--- src/rtl/lsu_mem_ctrl_pkg.sv ---
// Shared definitions for the load/store controller: data width, memory
// address width, funct3 size codes, FSM states and small decode helpers.
package lsu_mem_ctrl_pkg;

    localparam int dw         = 64;
    localparam int MEM_ADDR_W = 16;

    // RV64I funct3 size/sign codes; 3'b111 is never a legal access
    typedef enum logic [2:0] {
        F3_B   = 3'b000,
        F3_H   = 3'b001,
        F3_W   = 3'b010,
        F3_D   = 3'b011,
        F3_BU  = 3'b100,
        F3_HU  = 3'b101,
        F3_WU  = 3'b110,
        F3_BAD = 3'b111
    } funct3_e;

    typedef enum logic [1:0] {
        IDLE   = 2'd0,
        ACCESS = 2'd1,
        RESP   = 2'd2
    } state_e;

    // Low-aligned byte mask for an access size (funct3[1:0])
    function automatic logic [7:0] size_mask(input logic [1:0] sz);
        logic [7:0] m;
        case (sz)
            2'b00:   m = 8'h01;
            2'b01:   m = 8'h03;
            2'b10:   m = 8'h0F;
            default: m = 8'hFF;
        endcase
        return m;
    endfunction

    // Stores only allow SB/SH/SW/SD; loads reject only 3'b111
    function automatic logic funct3_illegal(input logic we, input logic [2:0] f3);
        logic bad;
        if (we) begin
            bad = f3[2];
        end else begin
            bad = (f3 == 3'b111);
        end
        return bad;
    endfunction

    // Address not a multiple of the access size
    function automatic logic addr_misaligned(input logic [1:0] sz, input logic [2:0] lo);
        logic mis;
        case (sz)
            2'b00:   mis = 1'b0;
            2'b01:   mis = lo[0];
            2'b10:   mis = |lo[1:0];
            default: mis = |lo[2:0];
        endcase
        return mis;
    endfunction

endpackage

--- src/rtl/lsu_mem_ctrl_if.sv ---
// Request/response handshake bundle between the MEM stage (master) and the
// load/store controller (slave).
interface lsu_mem_ctrl_if;
    import lsu_mem_ctrl_pkg::*;

    logic            req_valid;
    logic            req_ready;
    logic            req_we;
    logic [2:0]      req_funct3;
    logic [63:0]     req_addr;
    logic [dw-1:0]   req_wdata;
    logic            resp_valid;
    logic            resp_ready;
    logic [dw-1:0]   resp_rdata;
    logic            resp_fault;
    logic            resp_misaligned;

    modport master (
        output req_valid, req_we, req_funct3, req_addr, req_wdata, resp_ready,
        input  req_ready, resp_valid, resp_rdata, resp_fault, resp_misaligned
    );

    modport slave (
        input  req_valid, req_we, req_funct3, req_addr, req_wdata, resp_ready,
        output req_ready, resp_valid, resp_rdata, resp_fault, resp_misaligned
    );

endinterface

--- src/rtl/lsu_mem_ctrl_load_ext.sv ---
// lsu_load_ext: picks the low 1/2/4/8 bytes of the raw memory word and
// sign- or zero-extends them according to funct3.
module lsu_load_ext
    import lsu_mem_ctrl_pkg::*;
(
    input  logic [2:0]    funct3,
    input  logic [dw-1:0] raw,
    output logic [dw-1:0] data
);

    // Size/sign selection of the loaded value
    always_comb begin
        data = {dw{1'b0}};
        case (funct3_e'(funct3))
            F3_B:    data = {{56{raw[7]}},  raw[7:0]};
            F3_H:    data = {{48{raw[15]}}, raw[15:0]};
            F3_W:    data = {{32{raw[31]}}, raw[31:0]};
            F3_D:    data = raw;
            F3_BU:   data = {56'h0, raw[7:0]};
            F3_HU:   data = {48'h0, raw[15:0]};
            F3_WU:   data = {32'h0, raw[31:0]};
            default: data = {dw{1'b0}};
        endcase
    end

endmodule

--- src/rtl/lsu_mem_ctrl.sv ---
// lsu_mem_ctrl: one-at-a-time load/store controller in front of the 64 KiB
// byte-addressable data memory. IDLE -> ACCESS -> RESP per transaction.
// Optional feature macro: LSU_MISALIGN_TRAP_EN (trap accesses not aligned
// to their size instead of performing them byte-granular).
module lsu_mem_ctrl
    import lsu_mem_ctrl_pkg::*;
(
    input  logic                  clk,
    input  logic                  rst,
    lsu_mem_ctrl_if.slave         bus,
    output logic [7:0]            mem_w_mask,
    output logic [MEM_ADDR_W-1:0] mem_address,
    output logic [dw-1:0]         mem_write_data,
    input  logic [dw-1:0]         mem_read_data
);

    state_e                  state_r;
    logic                    req_ready_r;
    logic                    resp_valid_r;
    logic [dw-1:0]           resp_rdata_r;
    logic                    resp_fault_r;
    logic                    resp_mis_r;
    logic [7:0]              mask_r;
    logic [MEM_ADDR_W-1:0]   addr_r;
    logic [dw-1:0]           wdata_r;
    logic                    we_r;
    logic [2:0]              f3_r;
    logic                    fault_r;
    logic                    mis_r;

    logic                    fault_s;
    logic                    mis_s;
    logic [dw-1:0]           ext_s;

    // Classify the incoming request: out-of-range/illegal and misalignment
    always_comb begin
        fault_s = (|bus.req_addr[63:MEM_ADDR_W]) ||
                  funct3_illegal(bus.req_we, bus.req_funct3);
`ifdef LSU_MISALIGN_TRAP_EN
        mis_s = addr_misaligned(bus.req_funct3[1:0], bus.req_addr[2:0]);
`else
        mis_s = 1'b0;
`endif
    end

    lsu_load_ext u_load_ext (
        .funct3 (f3_r),
        .raw    (mem_read_data),
        .data   (ext_s)
    );

    // Transaction FSM; every output is a register so a reset mid-ACCESS
    // drops the write mask immediately
    always_ff @(posedge clk or posedge rst) begin
        if (rst) begin
            state_r      <= IDLE;
            req_ready_r  <= 1'b1;
            resp_valid_r <= 1'b0;
            resp_rdata_r <= {dw{1'b0}};
            resp_fault_r <= 1'b0;
            resp_mis_r   <= 1'b0;
            mask_r       <= 8'h00;
            addr_r       <= {MEM_ADDR_W{1'b0}};
            wdata_r      <= {dw{1'b0}};
            we_r         <= 1'b0;
            f3_r         <= 3'b000;
            fault_r      <= 1'b0;
            mis_r        <= 1'b0;
        end else begin
            case (state_r)
                IDLE: begin
                    if (bus.req_valid) begin
                        we_r        <= bus.req_we;
                        f3_r        <= bus.req_funct3;
                        addr_r      <= bus.req_addr[MEM_ADDR_W-1:0];
                        wdata_r     <= bus.req_wdata;
                        fault_r     <= fault_s;
                        mis_r       <= mis_s;
                        mask_r      <= (bus.req_we && !fault_s && !mis_s) ?
                                       size_mask(bus.req_funct3[1:0]) : 8'h00;
                        req_ready_r <= 1'b0;
                        state_r     <= ACCESS;
                    end else begin
                        state_r     <= IDLE;
                    end
                end
                ACCESS: begin
                    mask_r       <= 8'h00;
                    resp_valid_r <= 1'b1;
                    resp_rdata_r <= (!we_r && !fault_r && !mis_r) ? ext_s : {dw{1'b0}};
                    resp_fault_r <= fault_r;
                    resp_mis_r   <= mis_r;
                    state_r      <= RESP;
                end
                RESP: begin
                    if (bus.resp_ready) begin
                        resp_valid_r <= 1'b0;
                        req_ready_r  <= 1'b1;
                        state_r      <= IDLE;
                    end else begin
                        state_r      <= RESP;
                    end
                end
                default: begin
                    mask_r       <= 8'h00;
                    resp_valid_r <= 1'b0;
                    req_ready_r  <= 1'b1;
                    state_r      <= IDLE;
                end
            endcase
        end
    end

    assign bus.req_ready       = req_ready_r;
    assign bus.resp_valid      = resp_valid_r;
    assign bus.resp_rdata      = resp_rdata_r;
    assign bus.resp_fault      = resp_fault_r;
    assign bus.resp_misaligned = resp_mis_r;
    assign mem_w_mask          = mask_r;
    assign mem_address         = addr_r;
    assign mem_write_data      = wdata_r;

endmodule

--- src/flat_wrapper.sv ---
// flat-port wrapper written by rule: the top's interface ports become plain ports
module lsu_mem_ctrl_flat import lsu_mem_ctrl_pkg::*;
  (clk, rst, mem_w_mask, mem_address, mem_write_data, mem_read_data, bus_req_valid, bus_req_we, bus_req_funct3, bus_req_addr, bus_req_wdata, bus_resp_ready, bus_req_ready, bus_resp_valid, bus_resp_rdata, bus_resp_fault, bus_resp_misaligned);
  lsu_mem_ctrl_if bus_i ();
  input  logic clk;
  input  logic rst;
  output logic [7:0] mem_w_mask;
  output logic [MEM_ADDR_W-1:0] mem_address;
  output logic [dw-1:0] mem_write_data;
  input  logic [dw-1:0] mem_read_data;
  input wire logic [$bits(bus_i.req_valid)-1:0] bus_req_valid;
  input wire logic [$bits(bus_i.req_we)-1:0] bus_req_we;
  input wire logic [$bits(bus_i.req_funct3)-1:0] bus_req_funct3;
  input wire logic [$bits(bus_i.req_addr)-1:0] bus_req_addr;
  input wire logic [$bits(bus_i.req_wdata)-1:0] bus_req_wdata;
  input wire logic [$bits(bus_i.resp_ready)-1:0] bus_resp_ready;
  output wire logic [$bits(bus_i.req_ready)-1:0] bus_req_ready;
  output wire logic [$bits(bus_i.resp_valid)-1:0] bus_resp_valid;
  output wire logic [$bits(bus_i.resp_rdata)-1:0] bus_resp_rdata;
  output wire logic [$bits(bus_i.resp_fault)-1:0] bus_resp_fault;
  output wire logic [$bits(bus_i.resp_misaligned)-1:0] bus_resp_misaligned;
  assign bus_i.req_valid = bus_req_valid;
  assign bus_i.req_we = bus_req_we;
  assign bus_i.req_funct3 = bus_req_funct3;
  assign bus_i.req_addr = bus_req_addr;
  assign bus_i.req_wdata = bus_req_wdata;
  assign bus_i.resp_ready = bus_resp_ready;
  assign bus_req_ready = bus_i.req_ready;
  assign bus_resp_valid = bus_i.resp_valid;
  assign bus_resp_rdata = bus_i.resp_rdata;
  assign bus_resp_fault = bus_i.resp_fault;
  assign bus_resp_misaligned = bus_i.resp_misaligned;
  lsu_mem_ctrl u_core (.clk(clk), .rst(rst), .bus(bus_i), .mem_w_mask(mem_w_mask), .mem_address(mem_address), .mem_write_data(mem_write_data), .mem_read_data(mem_read_data));
endmodule
--- config.mk ---
export PLATFORM = sky130hd
export DESIGN_NAME = lsu_mem_ctrl_flat
export DESIGN_NICKNAME = d
export VERILOG_FILES = /design/src/rtl/lsu_mem_ctrl_pkg.sv /design/src/rtl/lsu_mem_ctrl_if.sv /design/src/rtl/lsu_mem_ctrl_load_ext.sv /design/src/rtl/lsu_mem_ctrl.sv /design/src/flat_wrapper.sv
export SDC_FILE = /design/constraint.sdc
export NUM_CORES = 1
export LEC_CHECK = 0
export CORE_MARGIN = 3
export CORE_UTILIZATION = 30
export CTS_CLUSTER_DIAMETER = 200
export DETAILED_ROUTE_END_ITERATION = 7
export PLACE_DENSITY = 0.69
export SLEW_MARGIN = 20
export SYNTH_ARGS = -nofsm -noshare
export SYNTH_HDL_FRONTEND = slang
export SYNTH_SLANG_ARGS = --single-unit
--- constraint.sdc ---
create_clock -name clk -period 5.45 [get_ports clk]
set_clock_uncertainty 0.05 [all_clocks]
set_input_delay 0.545 -clock clk [delete_from_list [all_inputs] [get_ports clk]]
set_output_delay 0.545 -clock clk [all_outputs]
set_load 0.02 [all_outputs]
==> summary.txt, run 1 <==
Worst setup path
  • Req. time, crit path: 5.66 ns
  • Crit. End Element: flip-flop
  • Critical Path Start Type: flip-flop
  • R2r setup slk: 2.98 ns
  • Worst r2r src: u_core.state_r[1]$_DFF_PP0_
  • WP data arrival: 2.68 ns
  • R2R Path End: u_core.bus.resp_rdata[11]$_DFFE_PP0P_
  • Critical path fanouts, max: 67
  • Depth of the most critical reg-to-reg path: 5
  • Crit path kind: flip-flop to flip-flop

Floorplan
  • Rows: 52
  • Die width: 150 um
  • Area of the core: 20400 sq um
  • Initial Utilization: 30.7%
  • Top Ports: 356
  • Die area: 22600 sq um
  • Die height: 150 um

Job
  • Total of max-cap violations: 0

Final layout
  • Number of inserted diodes: 0
  • Nets: 1004
  • Footprint of the multi-input gates: 2090 sq um
  • Storage element area: 3960 sq um
  • Fill count: 1808
  • Layout cell share with drive strength beyond 1: 15.8%
  • Area Growth Syn to Fin: 68.8%
  • Fin util: 51.8%
  • Design Area, Final: 10600 sq um

CTS
  • CTS sink cnt: 158
  • TritonCTS clock tree: built
  • CTS clk-pin slew, worst paths: 0.06 ns
  • Htree depth: 4
  • Cts bufs inserted: 17
  • CTS Hold Bufs: 0
  • Setup Fix Bufs, Post-CTS: 0
  • Clk_lat worst skew: 0.41 ns
  • Root buffer cell: clkbuf_16
  • Clock tree buffer depth: 2
  • Post-cts resize count: 0

Synth
  • Number of enable flip-flop cells after synthesis: 0
  • Synth Cell Area: 6250 sq um
  • Leading area contributor after synthesis: dfrtp_1
  • Top cells by count, synth: 157 x dfrtp_1, 85 x mux2_2, 34 x nand2_1
  • Syn_area_per_cell: 13.6 sq um
  • #FFs+latches synth: 158
  • Most used flip-flop cell after synthesis: dfrtp_1
  • Post-Syn Nets: 660
  • Sequential-to-total area share from yosys stat: 63.3%
  • Distinct cells, synth: 35
  • Area contributors post-synth: dfrtp_1 63%, mux2_2 15%, a221o_1 5.1%
  • Yosys warning count: 0
  • Count leader, synth: dfrtp_1
  • Post-synthesis cell count: 460
  • Post-synth ARST share: 100%
  • Top-area cell type share of the netlist area: 62.8%

Global route
  • Initial antenna violation count: 0
  • Largest net degree at the start of global routing: 81
  • Total track usage: 16.4%
  • First-pass GRT wire length: 28600 um
  • Grt ovf: 0
  • Vias in the first global route: 5206

Timing
  • Max Freq: 0.404 GHz
  • Final worst path period need: 2.47 ns
  • Period utilization: 45.4%
  • Final Hold Fails: 0
  • RSZ-0062 raised after global routing: false
  • Least-Margin Pin Slew: 1.02 ns
  • Total negative setup slack: 0 ns
  • Worst rel slew slack: 31.8%
  • Final Slew Violations: 0
  • Final setup viols: 0

Hold path
  • Worst Hold Depth: 2
  • HP Class: flip-flop to flip-flop
  • Hold endpoint: u_core.bus.resp_rdata[10]$_DFFE_PP0P_
  • Min-delay src: u_core.bus.resp_rdata[10]$_DFFE_PP0P_

Power and ir drop
  • Pwr dens: 454 nW/um^2
  • P_leak: 4.29 nW
  • Worst IR drop on VDD: 303 uV

Placed design
  • DP Area: 9990 sq um
  • DP HPWL: 14300 um
  • PortBufs: 354
  • GPL Wtd Cong: 0.756

Drt
  • WL final: 19200 um
  • Final ANT Viol Nets: 0
  • DRC: 0
  • Avg Vias per Cell: 4.69
  • Vias: 5102
  • Wire per inst: 17.7 um
  • First-pass DRT Iterations: 5
  • 1st-iter DRT viols: 193

Run status
  • Status: complete, no violations
-- stage by stage --
stage / power, W / std cells / hold WS (ns) / worst slack, ns
floorplan: 0.00273 / 460 / 0.457 / 0.593
global route: 0.00504 / 1087 / 0.441 / 2.71
finish: 0.00479 / 1087 / 0.430 / 2.98
detailed placement: 0.00369 / 1055 / 0.419 / 2.86
CTS: 0.00486 / 1087 / 0.434 / 2.93
global placement: 0.00367 / 1055 / 0.411 / 2.88
-- metal layers --
| metal | global-route usage [%] | vias up | wire, um |
|---|---|---|---|
| li1 | - | 2375 | - |
| met1 | 19.4 | 2518 | 7530 |
| met2 | 28.8 | 192 | 10200 |
| met3 | 4.43 | 17 | 1260 |
| met4 | 5.35 | 0 | 263 |
| met5 | 0 | - | 0 |
-- worst max-delay path, stage by stage, from the launching register on --
cell and delay (ns):
dfrtp_1 0.48, nand2b_2 0.20, buf_4 0.57, nor3_1 0.15, nand2_1 0.58, o21ai_0 0.20
-- worst max path at each step --
stage / depth (start not counted) / start / end
2_1_floorplan: 1 / rst / u_core.bus.resp_fault$_DFFE_PP0P_
3_3_place_gp: 4 / u_core.state_r[1]$_DFF_PP0_ / u_core.bus.resp_rdata[57]$_DFFE_PP0P_
3_5_place_dp: 6 / bus_req_valid / u_core.fault_r$_DFFE_PP0P_
4_1_cts: 5 / u_core.state_r[1]$_DFF_PP0_ / u_core.bus.resp_rdata[28]$_DFFE_PP0P_
5_1_grt: 5 / u_core.state_r[1]$_DFF_PP0_ / u_core.bus.resp_rdata[13]$_DFFE_PP0P_
6_report: 5 / u_core.state_r[1]$_DFF_PP0_ / u_core.bus.resp_rdata[11]$_DFFE_PP0P_
-- layout by cell type (no fill, tap or decap), drive strengths merged, types with 2 or more instances in the layout --
master,synthesis,final
and2,3,3
buf,27,7
clkdlybuf4s50,0,354
clkinvlp,0,5
o22a,2,2
o21a,3,3
a22o,8,8
dfrtp,157,157
nand2b,2,2
o21ai,30,30
a21oi,25,25
nand2,34,34
nor3,2,2
or4,6,6
mux2,85,85
clkinv,0,2
nand3,2,2
nand4,4,4
and3,2,2
clkbuf,9,19
nor2,7,7
inv,2,7
a221o,32,32
nor4,7,7
nor2b,2,2
-- area by class of cell --
type | count | share of cell area, %
tap | 270 | 3.20
multi-input combinational | 264 | 19.8
clock buffer | 19 | 4.10
timing repair buffer | 361 | 34.1
sequential | 158 | 37.5
inverter | 2 | 0.119
clock inverter | 13 | 1.24
-- where the power goes --
| group | internal (W) | leakage, nW | switching (W) |
|---|---|---|---|
| registers | 0.00151 | 1.99 | 0.000198 |
| logic | 0.00102 | 2.03 | 0.000915 |
| clock network | 0.000639 | 0.259 | 0.000510 |
-- sequential cells by signal (all words and copies together), names as in the netlist --
name,count
u_core.bus.req_ready,1
u_core.bus.resp_fault,1
u_core.bus.resp_rdata,64
u_core.bus.resp_valid,1
u_core.f3_r,3
u_core.fault_r,1
u_core.mem_address,16
u_core.mem_w_mask,4
u_core.mem_write_data,64
u_core.state_r,2
u_core.we_r,1
-- kinds of logic (layout without fill, tap and decap cells) --
| family | count (synthesis) | count (layout) | share of synthesized area, % |
|---|---|---|---|
| DFF | 158 | 158 | 63.3 |
| AOI/OAI and AO/OA | 103 | 103 | 11.7 |
| muxes | 86 | 86 | 15.5 |
| and+or+nand+nor | 74 | 74 | 5.92 |
| buffers and inverters | 38 | 395 | 3.54 |
| other | 1 | 1 | 0.0600 |
(Power assumes the default switching activity.)
==> run 2, diff against run 1 <==
- clock period: 5.45 -> 2.3 ns (I/O delays scaled with it)
==> summary.txt, run 2 (synthesized netlist as in run 1, its figures left out) <==
Final layout
  • Most frequent cells in the layout: 354 x clkdlybuf4s50_1, 157 x dfrtp_1, 85 x mux2_2, 34 x nand2_1, 32 x a221o_1
  • Number of inserted diodes: 0 (unchanged)
  • Storage element area: 3960 sq um (unchanged)
  • Layout cell share with drive strength beyond 1: 17.1% (+1.3 points)
  • Design Area, Final: 10700 sq um (+1.8%)
  • Footprint of the multi-input gates: 2080 sq um (-0.30%)
  • Nets: 1018 (+1.4%)
  • Final Non-Filler Cells: 1101 (+1.3%)
  • Fill count: 1837 (+1.6%)
  • Area Growth Syn to Fin: 71.9%
  • Most common cell after layout, fill and taps aside: clkdlybuf4s50_1

Worst setup path
  • Req. time, crit path: 2.02 ns (-3.64 ns)
  • Delay-heaviest family, CP: buffers and inverters
  • Depth of the most critical reg-to-reg path: 5 (unchanged)
  • WP buf/inv: 1 (unchanged)
  • WP data arrival: 1.58 ns (-1.10 ns)
  • Crit. End Element: output port
  • CP max stage cell: clkdlybuf4s50_1
  • Critical path fanouts, max: 3 (-96%)
  • Critical Path Start Type: flip-flop
  • Crit path kind: flip-flop to output port
  • R2r setup slk: 0.45 ns (-2.53 ns)
  • Crit-path cells: clkdlybuf4s50_1
  • R2R Path End: u_core.bus.resp_rdata[58]$_DFFE_PP0P_
  • CP peak stage delay: 0.62 ns (+0.04 ns)
  • Worst r2r src: u_core.state_r[1]$_DFF_PP0_

Timing
  • Period utilization: 80.7%
  • Setup ws final: 0.443 ns (-2.53 ns)
  • Final Slew Violations: 0 (unchanged)
  • Final Hold Fails: 0 (unchanged)
  • Least-Margin Pin Slew: 0.525 ns (-0.496 ns)
  • RSZ-0062 raised after global routing: false
  • Worst rel slew slack: 64.9% (+33 points)
  • Max Freq: 0.539 GHz
  • Final setup viols: 0 (unchanged)
  • Final worst path period need: 1.86 ns
  • Total negative setup slack: 0 ns (unchanged)

CTS
  • CTS sink cnt: 158 (unchanged)
  • Htree depth: 4 (unchanged)
  • Setup Fix Bufs, Post-CTS: 0 (unchanged)
  • CTS clk-pin slew, worst paths: 0.07 ns (about the same)
  • Post-cts resize count: 0 (unchanged)
  • Clk_lat worst skew: 0.42 ns (about the same)
  • Root buffer cell: clkbuf_16
  • CTS Hold Bufs: 0 (unchanged)
  • TritonCTS clock tree: built
  • Clock tree buffer depth: 2 (unchanged)
  • Cts bufs inserted: 17 (unchanged)

Floorplan
  • Die height: 150 um (unchanged)
  • Top Ports: 356 (unchanged)
  • Die area: 22600 sq um (unchanged)
  • Area of the core: 20400 sq um (unchanged)
  • Rows: 52 (unchanged)
  • Initial Utilization: 30.7% (unchanged)
  • Die width: 150 um (unchanged)

Drt
  • Wire per inst: 18.0 um (+1.8%)
  • DRC: 0 (unchanged)
  • WL final: 19800 um (+3.1%)
  • Avg Vias per Cell: 4.71 (+0.30%)
  • 1st-iter DRT viols: 164 (-15%)
  • First-pass DRT Iterations: 4 (-1)
  • Vias: 5183 (+1.6%)
  • Final ANT Viol Nets: 0 (unchanged)

Global route
  • Grt ovf: 0 (unchanged)
  • Initial antenna violation count: 2 (+2)
  • First-pass GRT wire length: 29800 um (+3.9%)
  • Largest net degree at the start of global routing: 56 (-31%)
  • Vias in the first global route: 5321 (+2.2%)
  • Total track usage: 17.1% (+0.74 points)

Placed design
  • GPL Wtd Cong: 0.734 (-3.0%)
  • PortBufs: 354 (unchanged)
  • DP HPWL: 15100 um (+5.3%)
  • DP Area: 10200 sq um (+1.7%)
  • Pre-CTS setup slack: 0.295 ns (-2.56 ns)
  • Inst Count DP: 1069 (+1.3%)

Power and ir drop
  • Pwr dens: 1080 nW/um^2 (+140%)
  • P_leak: 4.40 nW (+2.7%)
  • Worst IR drop on VDD: 640 uV (+110%)

Job
  • Total of max-cap violations: 0 (unchanged)

Hold path
  • HP Class: primary input to asynchronous set/reset pin

Run status
  • Status: complete, no violations
## run 2: cell count changes in the layout (fill, tap and decap cells not counted), moves of 2 or more
| cell | delta |
|---|---|
| inv_6 | -3 |
| clkinv_4 | +2 |
| buf_4 | +9 |
| clkinvlp_4 | -3 |
| buf_12 | +5 |
| inv_8 | +3 |
## run 2: power breakdown
group / switching [W] / internal (W)
logic: 0.00220 / 0.00248
registers: 0.000475 / 0.00357
clock network: 0.00126 / 0.00157
total: 0.00394 / 0.00763
## run 2: final cells by class
type,instances,area share [%]
clock buffers,19,4.12
clock inverters,13,1.41
multi-input cells,264,19.4
well taps,270,3.14
flip-flops and latches,158,36.8
repair buffers,375,35.0
inverters,2,0.105
## run 2: worst max path at each step
stage | from | endpoint | cells past startpoint
finish | u_core.bus.req_ready$_DFFE_PP1P_ | bus_req_ready | 1
global route | u_core.state_r[1]$_DFF_PP0_ | u_core.bus.resp_rdata[36]$_DFFE_PP0P_ | 5
CTS | u_core.bus.req_ready$_DFFE_PP1P_ | bus_req_ready | 1
detailed placement | bus_req_addr[44] | u_core.fault_r$_DFFE_PP0P_ | 5
global placement | bus_req_addr[40] | u_core.fault_r$_DFFE_PP0P_ | 6
floorplan | rst | u_core.bus.resp_fault$_DFFE_PP0P_ | 1
## run 2: metal layers
layer	GRT usage, %	routed length, um	share of wire (%)	up-vias
met5	0	13	0.066	-
met4	5.67	416	2.1	2
met3	5.57	1640	8.3	25
met2	28.4	9730	49	224
met1	21.1	8010	40	2524
li1	-	-	-	2408
## run 2: stage by stage
stage                     power, W  util [%]  hold WS [ns]
after floorplan            0.00647         -         0.313
after global placement     0.00878      49.9         0.415
after detailed placement   0.00883      49.9         0.420
after CTS                   0.0117      52.8         0.164
after global routing        0.0122      52.8         0.186
final                       0.0116      52.8         0.176
